===== src/rtl/serial_adder_ctrl.sv =====
// serial_adder_ctrl: operand sequencer and result collector for a bit-serial adder.
// Takes two parallel operands, clears the adder, streams the operands LSB-first,
// and gathers the adder's registered z output back into a parallel WIDTH+1 sum.
//
// state   | meaning
// --------+-----------------------------------------------------------
// S_IDLE  | waiting for start; ready
// S_CLR   | one cycle holding the adder in clear
// S_SHIFT | WIDTH+1 cycles presenting operand bits (last one is 0/0)
// S_DRAIN | one cycle capturing the final z (the carry)
// S_DONE  | one-cycle done pulse; can accept the next start
module serial_adder_ctrl #(
  parameter int WIDTH = 8
) (
  input  logic             clk,
  input  logic             reset,
  input  logic             start,
  input  logic [WIDTH-1:0] a,
  input  logic [WIDTH-1:0] b,
  output logic             ready,
  output logic             busy,
  output logic             done,
  output logic [WIDTH:0]   sum,
  output logic             add_clr,
  output logic             x_out,
  output logic             y_out,
  input  logic             z_in
);

  localparam int CW = (WIDTH < 1) ? 1 : $clog2(WIDTH + 1);
  localparam logic [CW-1:0] CNT_LAST = CW'(WIDTH);

  typedef enum logic [2:0] {
    S_IDLE,
    S_CLR,
    S_SHIFT,
    S_DRAIN,
    S_DONE
  } state_t;

  state_t           state;
  state_t           state_nxt;
  logic [WIDTH-1:0] a_sh;
  logic [WIDTH-1:0] b_sh;
  // Holds result bits 0..WIDTH-1; the carry is taken straight from z_in in DRAIN.
  logic [WIDTH-1:0] res_sh;
  logic [CW-1:0]    cnt;

  // State register.
  always_ff @(posedge clk) begin
    if (reset) state <= S_IDLE;
    else       state <= state_nxt;
  end

  // Next-state decode.
  always_comb begin
    state_nxt = state;
    case (state)
      S_IDLE:  if (start) state_nxt = S_CLR;
      S_CLR:   state_nxt = S_SHIFT;
      S_SHIFT: if (cnt == CNT_LAST) state_nxt = S_DRAIN;
      S_DRAIN: state_nxt = S_DONE;
      S_DONE:  state_nxt = start ? S_CLR : S_IDLE;
      default: state_nxt = S_IDLE;
    endcase
  end

  // Moore outputs decoded from the current state.
  always_comb begin
    ready   = 1'b0;
    busy    = 1'b0;
    done    = 1'b0;
    add_clr = 1'b0;
    x_out   = 1'b0;
    y_out   = 1'b0;
    case (state)
      S_IDLE:  ready = 1'b1;
      S_CLR: begin
        busy    = 1'b1;
        add_clr = 1'b1;
      end
      S_SHIFT: begin
        busy  = 1'b1;
        x_out = a_sh[0];
        y_out = b_sh[0];
      end
      S_DRAIN: busy = 1'b1;
      S_DONE: begin
        done  = 1'b1;
        ready = 1'b1;
      end
      default: ;
    endcase
  end

  // Operand shifters, bit counter, result collection and sum update.
  always_ff @(posedge clk) begin
    if (reset) begin
      a_sh   <= '0;
      b_sh   <= '0;
      res_sh <= '0;
      cnt    <= '0;
      sum    <= '0;
    end else begin
      case (state)
        S_IDLE, S_DONE: begin
          if (start) begin
            a_sh <= a;
            b_sh <= b;
            cnt  <= '0;
          end
        end
        S_SHIFT: begin
          a_sh <= a_sh >> 1;
          b_sh <= b_sh >> 1;
          if (cnt != CNT_LAST) cnt <= cnt + 1'b1;
          // z lags x/y by one cycle, so the first SHIFT cycle has nothing valid yet.
          if (cnt != '0) res_sh <= (res_sh >> 1) | (WIDTH'(z_in) << (WIDTH - 1));
        end
        S_DRAIN: sum <= {z_in, res_sh};
        default: ;
      endcase
    end
  end

endmodule


===== config.mk =====
export PLATFORM = sky130hd
export DESIGN_NAME = serial_adder_ctrl
export DESIGN_NICKNAME = d
export VERILOG_FILES = /design/src/rtl/serial_adder_ctrl.sv
export SDC_FILE = /design/constraint.sdc
export NUM_CORES = 1
export LEC_CHECK = 0
export CAP_MARGIN = 10
export CELL_PAD_IN_SITES_DETAIL_PLACEMENT = 1
export CELL_PAD_IN_SITES_GLOBAL_PLACEMENT = 2
export CORE_MARGIN = 2
export CORE_UTILIZATION = 25
export CTS_BUF_LIST = sky130_fd_sc_hd__clkbuf_8
export DETAILED_ROUTE_END_ITERATION = 10
export HOLD_SLACK_MARGIN = 0.02
export PLACE_DENSITY_LB_ADDON = 0.1
export SYNTH_ARGS = -nofsm -noshare
export SYNTH_HDL_FRONTEND = slang
export SYNTH_SLANG_ARGS = --single-unit

===== constraint.sdc =====
create_clock -name clk -period 3.99 [get_ports clk]
set_clock_uncertainty 0.15 [all_clocks]
set_input_delay 0.9975 -clock clk [delete_from_list [all_inputs] [get_ports clk]]
set_output_delay 0.9975 -clock clk [all_outputs]
set_load 0.05 [all_outputs]

## Word level (Yosys, flattened, before mapping)

Cells that the tools add are included.

- Register bits: 40
- Latch bits: 0
- Memories kept: 0
- Logic and storage cells: 44
- Memory bits (writable): 0
- Input bits: 20
- Bits in read-only memories: 0
- Output and inout port bits: 15

- Shifts and indexed selects: 0
- Bitwise operators: 1
- Eq/ne operators: 10
- Add/subtract/negate cells: 1
- Div/mod/pow operators: 0
- Multiply operators: 0
- Reduce and logical (&&, ||, !) cells: 9
- Magnitude comparators: 0
- Mux-type cells: 17

Operators by type and width:

| kind | count |
|---|---|
| one-hot mux 8 bit (2 select lines) | 2 |
| two-way mux 8 bit | 2 |
| one-hot mux 3 bit (5 select lines) | 1 |
| two-way mux 4 bit | 2 |
| OR 7 x 8 -> 8 bit | 1 |
| one-hot mux 4 bit (2 select lines) | 1 |
| two-way mux 1 bit | 7 |
| == test 3 x 2 -> 1 bit, second input constant | 2 |
| two-way mux 3 bit | 2 |
| inequality test 2 bit, second input constant | 3 |
| AND reduction 2 bit | 3 |
| adder 4 x 1 -> 4 bit, second input constant | 1 |
| == test 4 bit, second input constant | 1 |
| inequality test 4 bit, second input constant | 1 |
| nonzero test 4 bit | 1 |
| == test 3 x 1 -> 1 bit, second input constant | 1 |
| == test 3 bit, second input constant | 1 |
| logical NOT 3 bit | 1 |
| AND reduction 3 bit | 1 |
| OR reduction 3 bit | 1 |
| inequality test 2 x 1 -> 1 bit, second input constant | 1 |
| nonzero test 2 bit | 1 |
| OR reduction 2 bit | 1 |

## Longest topological paths before layout

- Depth in word-level cells: 4
- Depth in mapped cells: 6

## Worst setup path after synthesis

OpenSTA, ideal clock, no wires.

- Path kind: register to output
- From: reg state[0]
- To: out add_clr
- Path slack: 1.244 ns
- Arrival time: 1.599 ns
- Cell stages (with the launch flop): 3
- Buffers on the path: 1
- Path through: dfxtp_1 > buf_4 > nor3b_1

- Word-level cells in the longest chain between the ends: 2

RTL lines:

| what | line | RTL |
|---|---|---|
| start: declaration | 41 | `state_t state;` |
| start signal: assignment | 52 | `else state <= state_nxt;` |
| == test 3 x 1 -> 1 bit | 76 | `case (state)` |
| two-way mux 1 bit | 76 |  |
| end: declaration | 24 | `output logic add_clr,` |

Every way passes these cells.

## Worst setup path after layout

Same ends and word-level chain as after synthesis.

==> summary by stage <==
Outcome
The run finished with clean final reports.

Clocking
The clock latency at the later pin of the worst-skew pair is 0.28 ns. The clock sink total is 40. The tree is rooted in a sky130_fd_sc_hd__clkbuf_8.

After clock tree synthesis, the clock-pin slew on the worst setup and hold paths is 0.07 ns. The total clock buffers created by CTS is 5. After clock tree synthesis, the setup repair step added 0 buffers. After clock tree synthesis, the flow added hold-fix buffers numbering 0. TritonCTS built the clock tree. The clock tree synthesis step divided the H-tree into 2 levels.

Once the clock tree was built, the resizer swapped 0 gates to a different size. The maximum clock path buffer count is 2.

Detailed routing
Across all layers, the routed design uses 1,357 vias. After detailed routing, the average wire length per cell comes to 14.69 microns. After the first detailed-routing iteration, the DRC count stood at 26. The detail-routed via count per cell is 4.761. The post-route antenna net violation count is 0. The first detailed-routing pass took 4 iterations. After detailed routing, the number of remaining DRC violations is 0. The total wire length is 4187 microns.

Worst setup path
The beginning of the critical path is state[0]$_SDFFE_PP0P_. The number of cells on the worst reg-to-reg path is 4. For flop-to-flop paths, the worst setup slack is 1.67 ns.

The required time of the critical path is 2.84 ns. The worst setup path is captured at an output port. STA classifies the critical path startpoint as a flop. The endpoint identified for the worst register-to-register timing path is res_sh[6]$_SDFFE_PP0P_. In this run the worst setup path terminates at add_clr. The critical path is of the flop to output port type. The startpoint of the worst-slack reg-to-reg timing path is state[1]$_SDFFE_PP0P_.

The arrival time of the worst setup path is 1.93 ns. The largest fanout on the critical path is 10.

STA
The transition time of the tightest slew-check pin is 0.7289 ns. Setup repair after global routing left no endpoint under its margin. The highest attainable clock frequency is 0.3252 GHz. The worst relative slew slack is 51.41%. The post-route minimum period is 3.075 ns.

The number of max-slew violations in the final report is 0. The count of final setup violators is 0. The number of failing hold endpoints at the final stage is 0.

The final critical path takes up 77.06% of the cycle. The setup TNS after final layout is 0 ns.

Finish
The final layout net count is 232. The number of fillers in the final layout is 730. Compared with the post-synthesis result, the final layout area differs by 27.15%. The fraction of final layout cells with drive strength greater than 1 is 6.250%.

The count of placed standard cells in the final layout, fillers left out is 285. The antenna diode count is 0.

Logic synthesis
The cell area that synthesis handed to floorplanning was 1640 sq um. The synthesis warning total is 0. The synthesized netlist net count is 201. The number of unique standard cell types used by synthesis is 29. The library cell with the largest summed area after synthesis is sky130_fd_sc_hd__dfxtp_1. Synthesis inferred 40 register bits. The number of standard cells after synthesis is 179. Dividing the synthesized area by the synthesized cell count gives 9.164 sq um. Of the post-synthesis cell area, the dominant cell type holds 48.82%. Yosys attributes the largest share of cell area to sky130_fd_sc_hd__dfxtp_1 49%, sky130_fd_sc_hd__mux2i_1 12%, sky130_fd_sc_hd__nor2_1 7.6%, sky130_fd_sc_hd__a22oi_1 3.7%, sky130_fd_sc_hd__nand2_1 3.7%. The share of the yosys chip area belonging to registers is 48.82%.

Power
The total power density per cell area is 424.9 nW/um^2. For this design the static power due to leakage is 0.7912 nW. Across the VDD grid, the largest voltage drop is 0.2091 mV.

Place
The weighted congestion reported at the end of routability-driven placement is 0.6609. Port buffering added 34 buffers. The detailed-placement wirelength estimate is 2948 microns.

The cell total after placement is 280.

Global route
The number of antenna violations at the first check in global routing came to 0. The final global-route overflow total is 0. The global routing usage summed across all routing layers is 12.09%. Entering global routing, the biggest net connects 41 pins. The first global-routing pass estimated 6941 microns of wire. The via count of the first global-routing pass came to 1,431.

Floorplanning
The floorplan step defined a die boundary enclosing 7225 sq um. The floorplan step set the die width to 85 microns. The initial cell density of the core is 25.83%. In this run the vertical extent of the chip is 85 microns.

The region available for standard cell placement spans 6350 sq um. The initialized floorplan defines 29 standard-cell rows. The number of top-level pins is 35.

Worst hold path
The class of the worst hold path is flop to flop.

Run
Across the run, the number of max-cap violations was 0.
-- cells in the mapped netlist --
cell	number
sky130_fd_sc_hd__dfxtp_1	40
sky130_fd_sc_hd__nor2_1	33
sky130_fd_sc_hd__mux2i_1	19
sky130_fd_sc_hd__nand2_1	16
sky130_fd_sc_hd__a21oi_1	10
sky130_fd_sc_hd__a22oi_1	8
sky130_fd_sc_hd__clkbuf_1	8
sky130_fd_sc_hd__nor3_1	6
sky130_fd_sc_hd__inv_1	5
sky130_fd_sc_hd__a311oi_1	4
sky130_fd_sc_hd__o22ai_1	4
sky130_fd_sc_hd__and2_1	3
sky130_fd_sc_hd__o21ai_0	3
sky130_fd_sc_hd__buf_6	2
sky130_fd_sc_hd__ha_1	2
sky130_fd_sc_hd__nor3b_1	2
sky130_fd_sc_hd__nor4_1	2
sky130_fd_sc_hd__a31oi_1	1
sky130_fd_sc_hd__a31oi_4	1
sky130_fd_sc_hd__buf_2	1
sky130_fd_sc_hd__buf_4	1
sky130_fd_sc_hd__nand3_1	1
sky130_fd_sc_hd__nand3b_1	1
sky130_fd_sc_hd__nor3b_2	1
sky130_fd_sc_hd__o2111ai_1	1
sky130_fd_sc_hd__o211ai_1	1
sky130_fd_sc_hd__or3b_1	1
sky130_fd_sc_hd__or3b_2	1
sky130_fd_sc_hd__xnor2_1	1
-- sequential cells by signal, indices dropped and copies added (netlist names) --
| register | count |
|---|---|
| state | 3 |
| res_sh | 8 |
| sum | 9 |
| b_sh | 8 |
| cnt | 4 |
| a_sh | 8 |
-- cells in the final DEF (no fill, tap or decap), drive strengths merged, types with 2 or more instances in the layout --
cell type,n
a21oi,10
a22oi,8
a311oi,4
a31oi,2
and2,3
buf,5
clkbuf,5
clkdlybuf4s50,31
dfxtp,40
ha,2
inv,5
mux2i,19
nand2,16
nor2,33
nor3,6
nor3b,3
nor4,2
o21ai,3
o22ai,4
or3b,2
-- critical path, cell delays in order, from the launching register on --
cell and delay [ns]:
sky130_fd_sc_hd__dfxtp_1 0.53, sky130_fd_sc_hd__nor3b_1 0.27, sky130_fd_sc_hd__clkdlybuf4s50_1 0.85
-- per-layer routing --
metal	part of all wire [%]	GRT usage, %	vias up	wire, microns
met5	0	0	-	0
met4	1.1	3.896	0	44
met3	4.0	2.821	5	169
met2	52	21.66	25	2160
met1	43	14.17	649	1812
li1	-	-	678	-
-- kinds of logic after synthesis --
group	after synthesis	synth area share, %
and+or+nand+nor	67	18.46
adders and majority gates	2	1.525
AOI/OAI and AO/OA	33	13.96
xor gates and xnor gates	1	0.5340
buffers and inverters	17	5.111
DFF	40	48.82
muxes	19	11.59
-- final cells by class --
type / count / area [sq um] / share of cell area [%]
clock buffer: 5 / 68.82 / 3.299
inverter: 5 / 18.77 / 0.8998
multi-input combinational: 122 / 755.7 / 36.23
sequential: 40 / 800.8 / 38.39
tap: 77 / 96.34 / 4.619
timing repair buffer: 36 / 345.3 / 16.56
-- per-stage QoR --
step	power [W]	utilization (%)	hold WS, ns	cell area [sq um]	setup WS [ns]
final	0.0008861	32.85	0.3144	2086	0.9154
after global routing	0.0009454	32.85	0.3342	2086	0.8425
after CTS	0.0009044	32.85	0.3166	2086	0.8974
after detailed placement	0.0006632	31.76	0.3056	2017	1.199
after global placement	0.0006570	31.76	0.2975	2017	1.296
after floorplan	0.0005992	-	0.2817	1640	1.244
-- worst min path at each step --
stage	from	to	slack, ns	cells after the start
after global routing	a_sh[4]$_SDFFE_PP0P_	a_sh[4]$_SDFFE_PP0P_	0.33	2
after detailed placement	a_sh[4]$_SDFFE_PP0P_	a_sh[4]$_SDFFE_PP0P_	0.31	2
after CTS	a_sh[4]$_SDFFE_PP0P_	a_sh[4]$_SDFFE_PP0P_	0.32	2
after floorplan	a_sh[0]$_SDFFE_PP0P_	a_sh[0]$_SDFFE_PP0P_	0.28	2
after global placement	b_sh[0]$_SDFFE_PP0P_	b_sh[0]$_SDFFE_PP0P_	0.30	2
final	a_sh[4]$_SDFFE_PP0P_	a_sh[4]$_SDFFE_PP0P_	0.31	2
-- where the power goes --
part / switching [W] / internal (W)
Sequential: 0.0000248 / 0.000430
Combinational: 0.000119 / 0.0000777
Clock: 0.000122 / 0.000113
Total: 0.000266 / 0.000620
(Power assumes the default switching activity.)
